$ cat src/rtl/sram_req_arbiter_pkg.sv
// Shared types for the SRAM-like port arbiter.
// Owner encoding and request bundle layout.
package sram_req_arbiter_pkg;

    localparam int SIZE_W  = 2;
    localparam int WSTRB_W = 4;
    localparam int ADDR_W  = 32;
    localparam int DATA_W  = 32;

    typedef enum logic {
        OWNER_INST = 1'b0,
        OWNER_DATA = 1'b1
    } owner_e;

    typedef struct packed {
        logic               wr;
        logic [SIZE_W-1:0]  size;
        logic [WSTRB_W-1:0] wstrb;
        logic [ADDR_W-1:0]  addr;
        logic [DATA_W-1:0]  wdata;
    } sram_req_t;

endpackage

$ cat src/rtl/sram_req_arbiter_tag_fifo.sv
// In-order owner tag FIFO, 1-bit payload.
// Push and pop may coincide, including on an empty FIFO.
module tag_fifo #(
    parameter  int DEPTH = 4,
    localparam int CW    = $clog2(DEPTH + 1)
) (
    input  logic          clk,
    input  logic          rst,
    input  logic          push,
    input  logic          pop,
    input  logic          din,
    output logic          dout,
    output logic          full,
    output logic          empty,
    output logic [CW-1:0] count
);

    localparam int AW = (DEPTH > 1) ? $clog2(DEPTH) : 1;

    logic [DEPTH-1:0] mem_q;
    logic [AW-1:0]    wr_q, wr_d;
    logic [AW-1:0]    rd_q, rd_d;
    logic [CW-1:0]    cnt_q, cnt_d;
    logic             push_e, pop_e;

    assign empty = (cnt_q == '0);
    assign full  = (cnt_q == CW'(DEPTH));
    assign count = cnt_q;
    assign dout  = mem_q[rd_q];

    // Qualify requests and compute next pointers and occupancy.
    always_comb begin
        pop_e  = pop & ~empty;
        push_e = push & (~full | pop_e);
        wr_d   = push_e ? wr_q + AW'(1) : wr_q;
        rd_d   = pop_e ? rd_q + AW'(1) : rd_q;
        cnt_d  = cnt_q;
        if (push_e && !pop_e) begin
            cnt_d = cnt_q + CW'(1);
        end else if (!push_e && pop_e) begin
            cnt_d = cnt_q - CW'(1);
        end
    end

    // Pointer and occupancy registers.
    always_ff @(posedge clk) begin
        if (rst) begin
            wr_q  <= '0;
            rd_q  <= '0;
            cnt_q <= '0;
        end else begin
            wr_q  <= wr_d;
            rd_q  <= rd_d;
            cnt_q <= cnt_d;
        end
    end

    // Tag storage; contents are don't-care after reset.
    always_ff @(posedge clk) begin
        if (push_e) begin
            mem_q[wr_q] <= din;
        end
    end

endmodule

$ cat src/rtl/sram_req_arbiter.sv
// Arbitrates inst/data SRAM-like requesters onto one bridge port
// and steers responses back using an in-order owner tag FIFO.
module sram_req_arbiter
    import sram_req_arbiter_pkg::*;
#(
    parameter int MAX_OUTSTANDING = 4,
    parameter int STARVE_LIMIT    = 8
) (
    input  logic               clk,
    input  logic               rst,
    input  logic               inst_sram_req,
    input  logic               inst_sram_wr,
    input  logic [SIZE_W-1:0]  inst_sram_size,
    input  logic [WSTRB_W-1:0] inst_sram_wstrb,
    input  logic [ADDR_W-1:0]  inst_sram_addr,
    input  logic [DATA_W-1:0]  inst_sram_wdata,
    output logic               inst_sram_addr_ok,
    output logic               inst_sram_data_ok,
    output logic [DATA_W-1:0]  inst_sram_rdata,
    input  logic               data_sram_req,
    input  logic               data_sram_wr,
    input  logic [SIZE_W-1:0]  data_sram_size,
    input  logic [WSTRB_W-1:0] data_sram_wstrb,
    input  logic [ADDR_W-1:0]  data_sram_addr,
    input  logic [DATA_W-1:0]  data_sram_wdata,
    output logic               data_sram_addr_ok,
    output logic               data_sram_data_ok,
    output logic [DATA_W-1:0]  data_sram_rdata,
    output logic               mem_req,
    output logic               mem_wr,
    output logic [SIZE_W-1:0]  mem_size,
    output logic [WSTRB_W-1:0] mem_wstrb,
    output logic [ADDR_W-1:0]  mem_addr,
    output logic [DATA_W-1:0]  mem_wdata,
    input  logic               mem_addr_ok,
    input  logic               mem_data_ok,
    input  logic [DATA_W-1:0]  mem_rdata,
    output logic               arb_err
);

    localparam int CW = $clog2(MAX_OUTSTANDING + 1);
    localparam int SW = $clog2(STARVE_LIMIT + 1);

    logic          hold_q, hold_d;
    owner_e        hold_own_q, hold_own_d;
    logic [SW-1:0] starve_q, starve_d;
    logic          arb_err_q, arb_err_d;

    logic          fifo_full, fifo_empty, tag_dout;
    logic [CW-1:0] fifo_count;
    logic          gnt_vld, force_inst, push, pop;
    owner_e        gnt_own, tag_own;
    sram_req_t     inst_r, data_r, mux_r;

    assign inst_r = '{inst_sram_wr, inst_sram_size, inst_sram_wstrb,
                      inst_sram_addr, inst_sram_wdata};
    assign data_r = '{data_sram_wr, data_sram_size, data_sram_wstrb,
                      data_sram_addr, data_sram_wdata};

    // Grant selection: held owner first, then starvation, then data.
    always_comb begin
        gnt_vld    = 1'b0;
        gnt_own    = OWNER_INST;
        force_inst = (starve_q == SW'(STARVE_LIMIT));
        if (!rst && !fifo_full) begin
            if (hold_q && hold_own_q == OWNER_DATA && data_sram_req) begin
                gnt_vld = 1'b1;
                gnt_own = OWNER_DATA;
            end else if (hold_q && hold_own_q == OWNER_INST && inst_sram_req) begin
                gnt_vld = 1'b1;
                gnt_own = OWNER_INST;
            end else if (force_inst && inst_sram_req) begin
                gnt_vld = 1'b1;
                gnt_own = OWNER_INST;
            end else if (data_sram_req) begin
                gnt_vld = 1'b1;
                gnt_own = OWNER_DATA;
            end else if (inst_sram_req) begin
                gnt_vld = 1'b1;
                gnt_own = OWNER_INST;
            end
        end
    end

    // Request mux toward the bridge; zero when idle.
    always_comb begin
        mux_r = '0;
        if (gnt_vld) begin
            mux_r = (gnt_own == OWNER_DATA) ? data_r : inst_r;
        end
    end

    assign mem_req   = gnt_vld;
    assign mem_wr    = mux_r.wr;
    assign mem_size  = mux_r.size;
    assign mem_wstrb = mux_r.wstrb;
    assign mem_addr  = mux_r.addr;
    assign mem_wdata = mux_r.wdata;

    assign push    = mem_req & mem_addr_ok;
    assign pop     = ~rst & mem_data_ok & ~fifo_empty;
    assign tag_own = owner_e'(tag_dout);

    assign inst_sram_addr_ok = push & (gnt_own == OWNER_INST);
    assign data_sram_addr_ok = push & (gnt_own == OWNER_DATA);
    assign inst_sram_data_ok = pop & (tag_own == OWNER_INST);
    assign data_sram_data_ok = pop & (tag_own == OWNER_DATA);
    assign inst_sram_rdata   = rst ? '0 : mem_rdata;
    assign data_sram_rdata   = rst ? '0 : mem_rdata;
    assign arb_err           = arb_err_q & ~rst;

    // Next hold, starvation and error state.
    always_comb begin
        hold_d     = mem_req & ~mem_addr_ok;
        hold_own_d = gnt_own;
        starve_d   = '0;
        if (inst_sram_req && !inst_sram_addr_ok) begin
            starve_d = (starve_q == SW'(STARVE_LIMIT)) ? starve_q
                                                        : starve_q + SW'(1);
        end
        arb_err_d = arb_err_q | (mem_data_ok & (fifo_count == '0));
    end

    // Arbiter state registers.
    always_ff @(posedge clk) begin
        if (rst) begin
            hold_q     <= 1'b0;
            hold_own_q <= OWNER_INST;
            starve_q   <= '0;
            arb_err_q  <= 1'b0;
        end else begin
            hold_q     <= hold_d;
            hold_own_q <= hold_own_d;
            starve_q   <= starve_d;
            arb_err_q  <= arb_err_d;
        end
    end

    tag_fifo #(
        .DEPTH (MAX_OUTSTANDING)
    ) u_tag_fifo (
        .clk   (clk),
        .rst   (rst),
        .push  (push),
        .pop   (pop),
        .din   (logic'(gnt_own)),
        .dout  (tag_dout),
        .full  (fifo_full),
        .empty (fifo_empty),
        .count (fifo_count)
    );

endmodule

$ cat config.mk
export PLATFORM = sky130hd
export DESIGN_NAME = sram_req_arbiter
export DESIGN_NICKNAME = d
export VERILOG_FILES = /design/src/rtl/sram_req_arbiter_pkg.sv /design/src/rtl/sram_req_arbiter_tag_fifo.sv /design/src/rtl/sram_req_arbiter.sv
export SDC_FILE = /design/constraint.sdc
export NUM_CORES = 1
export LEC_CHECK = 0
export BUFFER_PORTS_ARGS = -buffer_cell sky130_fd_sc_hd__buf_2
export CORE_AREA = 8 8 120 122
export DETAILED_ROUTE_END_ITERATION = 12
export DIE_AREA = 0 0 128 130
export PLACE_DENSITY = 0.55
export SLEW_MARGIN = 20
export SYNTH_ARGS = -nofsm -noshare
export SYNTH_HDL_FRONTEND = slang
export SYNTH_SLANG_ARGS = --single-unit
$ cat constraint.sdc
create_clock -name clk -period 4.7 [get_ports clk]
set_input_delay 0.94 -clock clk [delete_from_list [all_inputs] [get_ports clk]]
set_output_delay 0.94 -clock clk [all_outputs]
set_load 0.01 [all_outputs]
==> impl_metrics.csv, run 1 <==
group,metric,value,unit
global_routing,grt.overflow.total,0,
routing,routed_wl,14980,um
global_routing,antenna_found_initial,2,
yosys,synth_area_leaders,"a32o_1 25%, and3_1 16%, dfxtp_1 9.7%",
routing,drt_iter0_drc,162,
yosys,synth_seq_cells,18,
placed_design,portBuffers,320,
global_routing,grt_util_all_layers,0.1611,
yosys,synth-adder-area-share,0.03738,
yosys,synth-edff-count,4,
timing,hold_viol_final,0,
timing,min_period_over_period,0.7714,
setup_path,crit_path_start,"rst",
timing,final_max_slew_viol_count,0,
finish,fillCellCount,1352,
placed_design,place.gp.congestion,0.8358,
yosys,synth_nets,539,
routing,via_per_inst,4.967,
setup_path,cpPeakStageDelay,0.71,ns
timing,worst_slew_pin_slew,0.9286,ns
global_routing,grt_max_degree,77,
routing,dr_total_vias,3859,
setup_path,slowest_stage,"nor2_4",
placed_design,dp_worst_setup_slack,1.045,ns
die,core,0.01241,mm2
outcome,status,"finished clean",
timing,max_freq,275.8,MHz
finish,num_antenna_cells,0,
timing,fin_tns_setup,0,ns
power,leakagePower,2.451,nW
yosys,ys_warn_count,0,
yosys,synth_common_cells,"74 x and3_1, 71 x a32o_1, 35 x nor2b_1",
yosys,syn_inst,351,
yosys,synth_top_area_frac,0.2468,
yosys,synth_simple_gate_area_share,0.3094,
clocking,clock-root-buffer,"clkbuf_16",
clocking,cts_sinks,18,
routing,first_pass_iters,5,
clocking,cts_setup_buffers,0,
die,die_w,128,um
hold_path,hold_class,"reg -> reg",
setup_path,cp.required,3.76,ns
yosys,seq_area_frac_synth,0.1391,
yosys,synthArstFlopShare,0,
timing,setup_ws,1.074,ns
power,pwr_density_cell,227.4,mW/mm2
yosys,synth_compound_area_frac,0.2934,
setup_path,cp_max_fo,36,
flow_run,maxCapViolations,0,
die,start_util,0.2319,
setup_path,path_class,"in -> out",
yosys,synth_cell_types,38,
setup_path,r2r-start,"u_tag_fifo.count[0]",
die,die-area,0.01664,mm2
placed_design,dp_cells,773,
finish,fin_nets,794,
die,io_pins,321,
setup_path,critPathBufInv,3,
power,ir_drop,0.0001476,V
clocking,ctsHtreeMaxLevel,1,
setup_path,ff2ff_setup_slack,2.17,ns
setup_path,arrival,2.69,ns
hold_path,hp-start,"arb_err_q",
yosys,synth_mux_area_frac,0.01825,
routing,ant_nets,0,
clocking,cts_inserted_buffers,3,
finish,finalNonFillerCells,777,
setup_path,end_kind,"output port",
yosys,synth_area_leader_cell,"a32o_1",
yosys,syn_area,0.002879,mm2
timing,relSlewSlack,0.3795,
routing,routedWlPerCell,19.27,um
setup_path,cp_top_family,"buffers and inverters",
clocking,cts_tree,"yes",
finish,drive_gt1_frac,0.5570,
setup_path,cp-start-kind,"input port",
timing,rsz0062_at_grt,"false",
timing,finalClockSkew,0.001164,ns
clocking,clockBufferDepth,2,
global_routing,grt_pass1_vias,3944,
die,die_h,130,um
global_routing,grt_pass1_wl,21750,um
timing,period_minus_slack,3.626,ns
routing,drc,0,
yosys,synth_xor_area_frac,0.01217,
placed_design,dp_hpwl,12220,um
setup_path,path_cells,"buf_2, nor2_4, buf_4, a32o_1, buf_2",
clocking,cts.clk_slew.worst_paths,0.05,ns
yosys,avgSynthCellArea,8.202,um2
clocking,cts.repair.resized,0,
yosys,synth.most_common_cell,"and3_1",
yosys,synthFlopType,"dfxtp_1",
finish,syn_to_final_growth,50.11,%
timing,setup_viol,0,
clocking,clkLatencyLatePin,0.25,ns
yosys,synth_top_family_by_area,"simple AND/OR/NAND/NOR gates",
setup_path,crit_top_cell,"buf_2",
die,rows,41,
clocking,hold_buffers,0,
cell usage in the layout (no fill, tap or decap), types with 5 or more instances in the layout:
master,n
a21oi_1,7
nand2_1,5
ha_1,7
nor2_1,6
dfxtp_1,14
and3_1,74
buf_4,5
a32o_1,71
nor2b_1,35
buf_2,320
inv_1,6
tightest hold or removal path, stage by stage (launching register included):
cell     delay [ns]
dfxtp_1        0.32
a21oi_1        0.04
nor2_1         0.07
stage by stage:
stage | hold slack, ns | area, um2 | power (W) | util
5_1_grt | 0.4868 | 4322 | 0.001057 | 0.3481
3_5_place_dp | 0.4552 | 4243 | 0.0008213 | 0.3418
2_1_floorplan | 0.4290 | 2879 | 0.0006158 | -
4_1_cts | 0.4688 | 4322 | 0.0009934 | 0.3481
6_report | 0.4617 | 4322 | 0.0009828 | 0.3481
3_3_place_gp | 0.4498 | 4240 | 0.0008088 | 0.3416
final cells by class:
class,instances,area [um2],area share
Clock buffer,3,75.07,0.01737
Tap cell,172,215.2,0.04980
Timing Repair Buffer,326,1659,0.3839
Inverter,7,26.28,0.006080
Multi-Input combinational cell,250,1942,0.4493
Clock inverter,1,3.754,0.0008686
Sequential cell,18,400.4,0.09265
where the power goes:
part	switching [W]	internal [W]	total, W
sequential	0.0000195	0.000176	0.000196
combinational	0.000343	0.000274	0.000617
clock	0.0000571	0.000113	0.000170
total	0.000420	0.000563	0.000983
metal layers:
| metal | wire [um] | global-route usage | up-vias |
|---|---|---|---|
| li1 | - | - | 1833 |
| met1 | 5445 | 0.1718 | 1777 |
| met2 | 7685 | 0.3034 | 231 |
| met3 | 1683 | 0.05834 | 14 |
| met4 | 139 | 0.02308 | 4 |
| met5 | 22 | 0 | - |
cell families (layout without fill, tap and decap cells):
group | count (synthesis) | count (layout)
simple gates | 144 | 144
compound gates | 90 | 90
buf+inv | 83 | 337
flops | 18 | 18
fa+ha+maj | 8 | 8
xor+xnor | 4 | 4
mux | 4 | 4
path summary, 6_finish.rpt:
| path | depth (start not counted) | end |
|---|---|---|
| worst min register to register | 2 | arb_err_q |
| worst max-delay path | 5 | mem_addr[30] |
| worst max register to register | 8 | u_tag_fifo.count[2] |
| worst min-delay path | 2 | arb_err_q |
state kept, by name (all words and copies together), names as in the netlist:
signal and count:
u_tag_fifo.mem_q 4, hold_own_q 1, u_tag_fifo.rd_q 2, u_tag_fifo.wr_q 2, starve_q 4, arb_err_q 1, u_tag_fifo.count 3, hold_q 1
No activity file was read; power rests on OpenSTA's default activity.
==> run 2, diff against run 1 <==
ABC_AREA = 1   (was not set)
CORE_AREA = 8 8 118 120   (was 8 8 120 122)
DIE_AREA = 0 0 126 128   (was 0 0 128 130)
PLACE_DENSITY = 0.64   (was 0.55)
clock period = 3.6 ns   (was 4.7 ns; I/O delays follow)
==> impl_metrics.csv, run 2 <==
group,metric,value,unit
outcome,status,"finished clean",
setup_path,end_kind,"output port",
die,rows,41,
global_routing,grt_util_all_layers,0.1658,
finish,mostFrequentLayoutCell,"buf_2",
yosys,synth_top_area_frac,0.2784,
hold_path,hp-start,"arb_err_q",
yosys,synthFlopType,"dfxtp_1",
routing,drc,0,
die,start_util,0.2981,
setup_path,slowest_stage,"buf_4",
finish,final_cell_mix,"320 x buf_2, 270 x inv_1, 164 x nand2_1, 127 x nor2_1, 71 x nand4_1",
routing,dr_total_vias,4879,
global_routing,grt_max_degree,73,
setup_path,cp.required,2.88,ns
yosys,synth_area_leaders,"inv_1 28%, nand2_1 17%, nor2_1 13%",
setup_path,arrival,2.10,ns
global_routing,grt.overflow.total,0,
global_routing,met2_usage,0.3301,
setup_path,ff2ff_setup_slack,1.53,ns
routing,drt_iter0_drc,166,
hold_path,hold_class,"reg -> reg",
timing,period_minus_slack,2.817,ns
routing,ant_nets,0,
clocking,cts_sinks,18,
finish,num_antenna_cells,0,
setup_path,cp_max_fo,47,
global_routing,grt_pass1_wl,22400,um
timing,min_period_over_period,0.7826,
setup_path,worst-r2r-cell-count,10,
placed_design,place.gp.congestion,0.8503,
setup_path,r2r_end,"u_tag_fifo.count[2]",
die,die-area,0.01613,mm2
timing,final_max_slew_viol_count,0,
die,die_w,126,um
setup_path,crit_top_cell,"nand2_1",
clocking,clock-root-buffer,"clkbuf_16",
finish,syn_to_final_growth,43.04,%
placed_design,dp_hpwl,12100,um
clocking,cts.clk_slew.worst_paths,0.05,ns
routing,via_per_inst,4.167,
global_routing,grt-busiest-layer,"met2",
placed_design,dp_cells,1167,
clocking,cts_tree,"yes",
power,ir_drop,0.0001329,V
setup_path,cp-start-kind,"flip-flop",
routing,routedWlPerCell,12.43,um
yosys,synth_common_cells,"270 x inv_1, 164 x nand2_1, 127 x nor2_1",
yosys,synth_seq_cells,18,
yosys,synth_nets,946,
global_routing,grt_pass1_vias,4642,
clocking,cts_setup_buffers,0,
clocking,clkLatencyLatePin,0.25,ns
timing,fin_tns_setup,0,ns
setup_path,cpPeakStageDelay,0.40,ns
finish,finalNonFillerCells,1171,
power,leakagePower,4.046,nW
clocking,hold_buffers,0,
yosys,synth_area_leader_cell,"inv_1",
clocking,ctsHtreeMaxLevel,1,
yosys,seq_area_frac_synth,0.1100,
routing,routed_wl,14550,um
die,core,0.01221,mm2
timing,finalClockSkew,0.002614,ns
finish,drive_gt1_frac,0.3340,
yosys,ys_warn_count,0,
yosys,synth-edff-count,4,
yosys,avgSynthCellArea,4.802,um2
setup_path,path_class,"reg -> out",
timing,relSlewSlack,0.6830,
die,die_h,128,um
global_routing,met3_usage,0.06656,
timing,hold_viol_final,0,
yosys,syn_inst,758,
flow_run,maxCapViolations,0,
global_routing,met1_usage,0.1593,
die,io_pins,321,
timing,rsz0062_at_grt,"false",
clocking,cts.repair.resized,0,
yosys,syn_area,0.003640,mm2
timing,setup_viol,0,
power,fin_total_pwr,0.001171,W
global_routing,antenna_found_initial,0,
yosys,synth.most_common_cell,"inv_1",
yosys,synthArstFlopShare,0,
timing,worst_slew_pin_slew,0.4755,ns
clocking,clockBufferDepth,2,
finish,fin_nets,1210,
clocking,cts_inserted_buffers,3,
hold_path,hold_path_depth,2,
power,pwr_density_cell,224.9,mW/mm2
hold_path,holdPathEnd,"arb_err_q",
setup_path,r2r-start,"u_tag_fifo.count[0]",
setup_path,path_cells,"inv_1, ha_1, nand3_2, nand2_1, nand2_2, buf_4, nand2_1, nand2_1, inv_1, buf_2",
yosys,synth_cell_types,21,
setup_path,crit_path_start,"starve_q[0]",
placed_design,portBuffers,320,
timing,hold_slack,0.4642,ns
timing,max_freq,355.0,MHz
routing,first_pass_iters,4,
## run 2: cell count changes in the layout (fill, tap and decap cells not counted), moves of 35 or more
cell	change
nand4_1	+69
nor2b_1	-35
and3_1	-74
inv_1	+264
nor2_1	+121
nand2_1	+159
a32o_1	-71
## run 2: per-layer routing
layer / part of all wire / vias up
met3: 0.11 / 6
li1: - / 2633
met1: 0.37 / 2038
met4: 0.0067 / 0
met2: 0.52 / 202
met5: 0 / -
## run 2: logic make-up (layout without fill, tap and decap cells)
| kind of cell | Yosys count | after routing | share of synthesized area |
|---|---|---|---|
| and+or+nand+nor | 372 | 372 | 0.4393 |
| buffers and inverters | 344 | 607 | 0.3929 |
| DFF | 18 | 18 | 0.1100 |
| AOI/OAI and AO/OA | 13 | 13 | 0.02097 |
| adders and majority gates | 8 | 8 | 0.02956 |
| xor gates and xnor gates | 3 | 3 | 0.007220 |
## run 2: area by class of cell
type / instances / area (um2)
fill: 1408 / 7003
multi-input combinational: 396 / 1809
timing repair buffer: 331 / 1709
inverter: 272 / 1021
sequential: 18 / 400.4
tap: 150 / 187.7
clock buffer: 3 / 75.07
clock inverter: 1 / 3.754
## run 2: stage by stage
step	worst slack, ns	area, um2	util
after global routing	0.5625	5206	0.4264
after global placement	0.9001	5127	0.4200
after floorplan	1.149	3640	-
after CTS	0.7427	5206	0.4264
final	0.7828	5206	0.4264
after detailed placement	0.8914	5127	0.4200
## run 2: power by group
part	internal [W]	switching [W]
registers	0.000223	0.0000130
clock network	0.000148	0.0000741
logic	0.000288	0.000426
total	0.000658	0.000513
## run 2: critical path: cells and delay by family, from the launching register on
family	cells	cell delay, ns
buf+inv	4	0.64
fa+ha+maj	1	0.20
simple gates	5	0.62
flops	1	0.38
## run 2: how the worst max path moves through the flow
| stage | end | slack (ns) | cells past startpoint |
|---|---|---|---|
| 2_1_floorplan | mem_addr[17] | 1.15 | 7 |
| 3_3_place_gp | mem_wdata[5] | 0.90 | 8 |
| 3_5_place_dp | inst_sram_addr_ok | 0.89 | 9 |
| 4_1_cts | inst_sram_addr_ok | 0.74 | 10 |
| 5_1_grt | inst_sram_addr_ok | 0.56 | 10 |
| 6_report | inst_sram_addr_ok | 0.78 | 10 |
==> run 3, diff against run 2 <==
clock period = 2.83 ns   (was 3.6 ns; I/O delays follow)
==> impl_metrics.csv, run 3 (same netlist as run 2, synthesis figures left out) <==
group,metric,value,unit
outcome,status,"finished clean",
setup_path,arrival,2.06,ns
setup_path,cp_max_fo,25,
routing,drc,0,
finish,fillCellCount,1403,
power,p_int,0.0008709,W
placed_design,dp_hpwl,11910,um
routing,drt_iter0_drc,196,
routing,first_pass_iters,4,
clocking,cts_inserted_buffers,3,
timing,fin_tns_setup,0,ns
global_routing,grt_max_degree,73,
global_routing,grt_pass1_vias,4686,
clocking,cts_setup_buffers,0,
power,pwr_density_cell,292.1,mW/mm2
placed_design,place.gp.congestion,0.8773,
timing,period_minus_slack,2.629,ns
global_routing,antenna_found_initial,0,
clocking,cts_sinks,18,
timing,finalClockSkew,0.004660,ns
finish,mostFrequentLayoutCell,"buf_2",
timing,setup_viol,0,
clocking,ctsHtreeMaxLevel,1,
die,die_h,128,um
setup_path,critPathBufInv,4,
clocking,clkLatencyLatePin,0.25,ns
die,die-area,0.01613,mm2
power,ir_drop,0.0002243,V
timing,max_freq,380.4,MHz
placed_design,portBuffers,320,
routing,dr_total_vias,4902,
timing,min_period_over_period,0.9288,
setup_path,r2r_end,"u_tag_fifo.count[2]",
global_routing,grt.overflow.total,0,
routing,via_per_inst,4.183,
clocking,cts.repair.resized,0,
timing,rsz0062_at_grt,"false",
timing,hold_slack,0.4621,ns
routing,routedWlPerCell,12.51,um
die,die_w,126,um
die,io_pins,321,
timing,final_max_slew_viol_count,0,
flow_run,maxCapViolations,0,
setup_path,path_cells,"inv_1, ha_1, nand3_2, nand2_1, nand2_2, buf_6, buf_4, nand4_1, nand2_1, nor2_1, buf_2",
power,switching_share,0.4324,
setup_path,path_class,"reg -> out",
clocking,cts_tree,"yes",
setup_path,cp.required,2.26,ns
power,combPwrFrac,0.600,
clocking,hold_buffers,0,
timing,hold_viol_final,0,
setup_path,cpPeakStageDelay,0.39,ns
routing,routed_wl,14660,um
setup_path,worst-r2r-cell-count,10,
clocking,cts.clk_slew.worst_paths,0.06,ns
power,pwr-share-clk,0.205,
hold_path,holdPathEnd,"arb_err_q",
setup_path,cp_top_family,"buffers and inverters",
clocking,clockBufferDepth,2,
finish,syn_to_final_growth,44.31,%
setup_path,cp-start-kind,"flip-flop",
finish,fin_nets,1211,
die,start_util,0.2981,
timing,setup_ws,0.2014,ns
power,leakagePower,4.068,nW
setup_path,ff2ff_setup_slack,0.77,ns
die,core,0.01221,mm2
hold_path,hold_class,"reg -> reg",
setup_path,r2r-start,"u_tag_fifo.count[0]",
setup_path,crit_top_cell,"nand2_1",
hold_path,hp-start,"arb_err_q",
setup_path,end_kind,"output port",
hold_path,hold_path_depth,2,
timing,relSlewSlack,0.7504,
global_routing,grt_pass1_wl,22990,um
finish,final_core_util,0.4302,
finish,drive_gt1_frac,0.3356,
routing,ant_nets,0,
finish,final_cell_mix,"320 x buf_2, 270 x inv_1, 164 x nand2_1, 127 x nor2_1, 71 x nand4_1",
global_routing,grt_util_all_layers,0.1707,
setup_path,slowest_stage,"dfxtp_1",
clocking,clock-root-buffer,"clkbuf_16",
finish,num_antenna_cells,0,
timing,worst_slew_pin_slew,0.3730,ns
placed_design,dp_worst_setup_slack,0.3865,ns
die,rows,41,
power,seq_power_share,0.196,
power,switching_power,0.0006635,W
==> run 3: cell count changes in the layout (fill, tap and decap cells not counted) <==
cell,previous run,this run
buf_12,2,4
buf_4,9,7
buf_6,0,1
clkbuf_8,0,1
clkinv_1,1,0
==> run 3: layer usage <==
| layer | track usage | up-vias | share of wire |
|---|---|---|---|
| met3 | 0.06988 | 6 | 0.10 |
| met1 | 0.1753 | 2062 | 0.38 |
| li1 | - | 2634 | - |
| met2 | 0.3269 | 200 | 0.51 |
| met4 | 0.01628 | 0 | 0.0055 |
| met5 | 0 | - | 0 |
==> run 3: area by class of cell <==
cell class	count	area (um2)	area share
clock buffers	4	88.84	0.01691
inverters	272	1021	0.1944
multi-input cells	396	1809	0.3445
flip-flops and latches	18	400.4	0.07623
well taps	150	187.7	0.03573
repair buffers	332	1745	0.3323
==> run 3: worst register-to-register path: stages, from the launching register on <==
cell,delay [ns]
dfxtp_1,0.34
nor2_1,0.33
a21oi_1,0.14
inv_1,0.15
ha_1,0.16
inv_1,0.06
fa_1,0.37
a21oi_1,0.15
o21ai_0,0.12
nor2_1,0.10
nor2_1,0.05
==> run 3: worst max path at each step <==
stage	end	cells after the start	from	slack [ns]
2_1_floorplan	u_tag_fifo.count[2]	11	rst	0.63
3_3_place_gp	mem_wr	11	starve_q[0]	0.41
3_5_place_dp	mem_addr[29]	11	starve_q[0]	0.39
4_1_cts	mem_addr[29]	11	starve_q[0]	0.11
5_1_grt	mem_addr[29]	11	starve_q[0]	0.02
6_report	mem_addr[29]	11	starve_q[0]	0.20
==> run 3: power groups by stage <==
stage	combinational [W]	clock [W]	sequential (W)
final	0.000920	0.000314	0.000301
after global routing	0.00105	0.000337	0.000305
after CTS	0.000933	0.000321	0.000301
after detailed placement	0.000929	0	0.000306
after global placement	0.000925	0	0.000306
after floorplan	0.000567	0	0.000302
==> run 3: through the flow <==
stage	power [W]	cell area, um2	std cells
3_3_place_gp	0.001231	5160	1168
6_report	0.001534	5253	1172
3_5_place_dp	0.001235	5160	1168
2_1_floorplan	0.0008695	3640	758
5_1_grt	0.001687	5253	1172
4_1_cts	0.001554	5249	1172
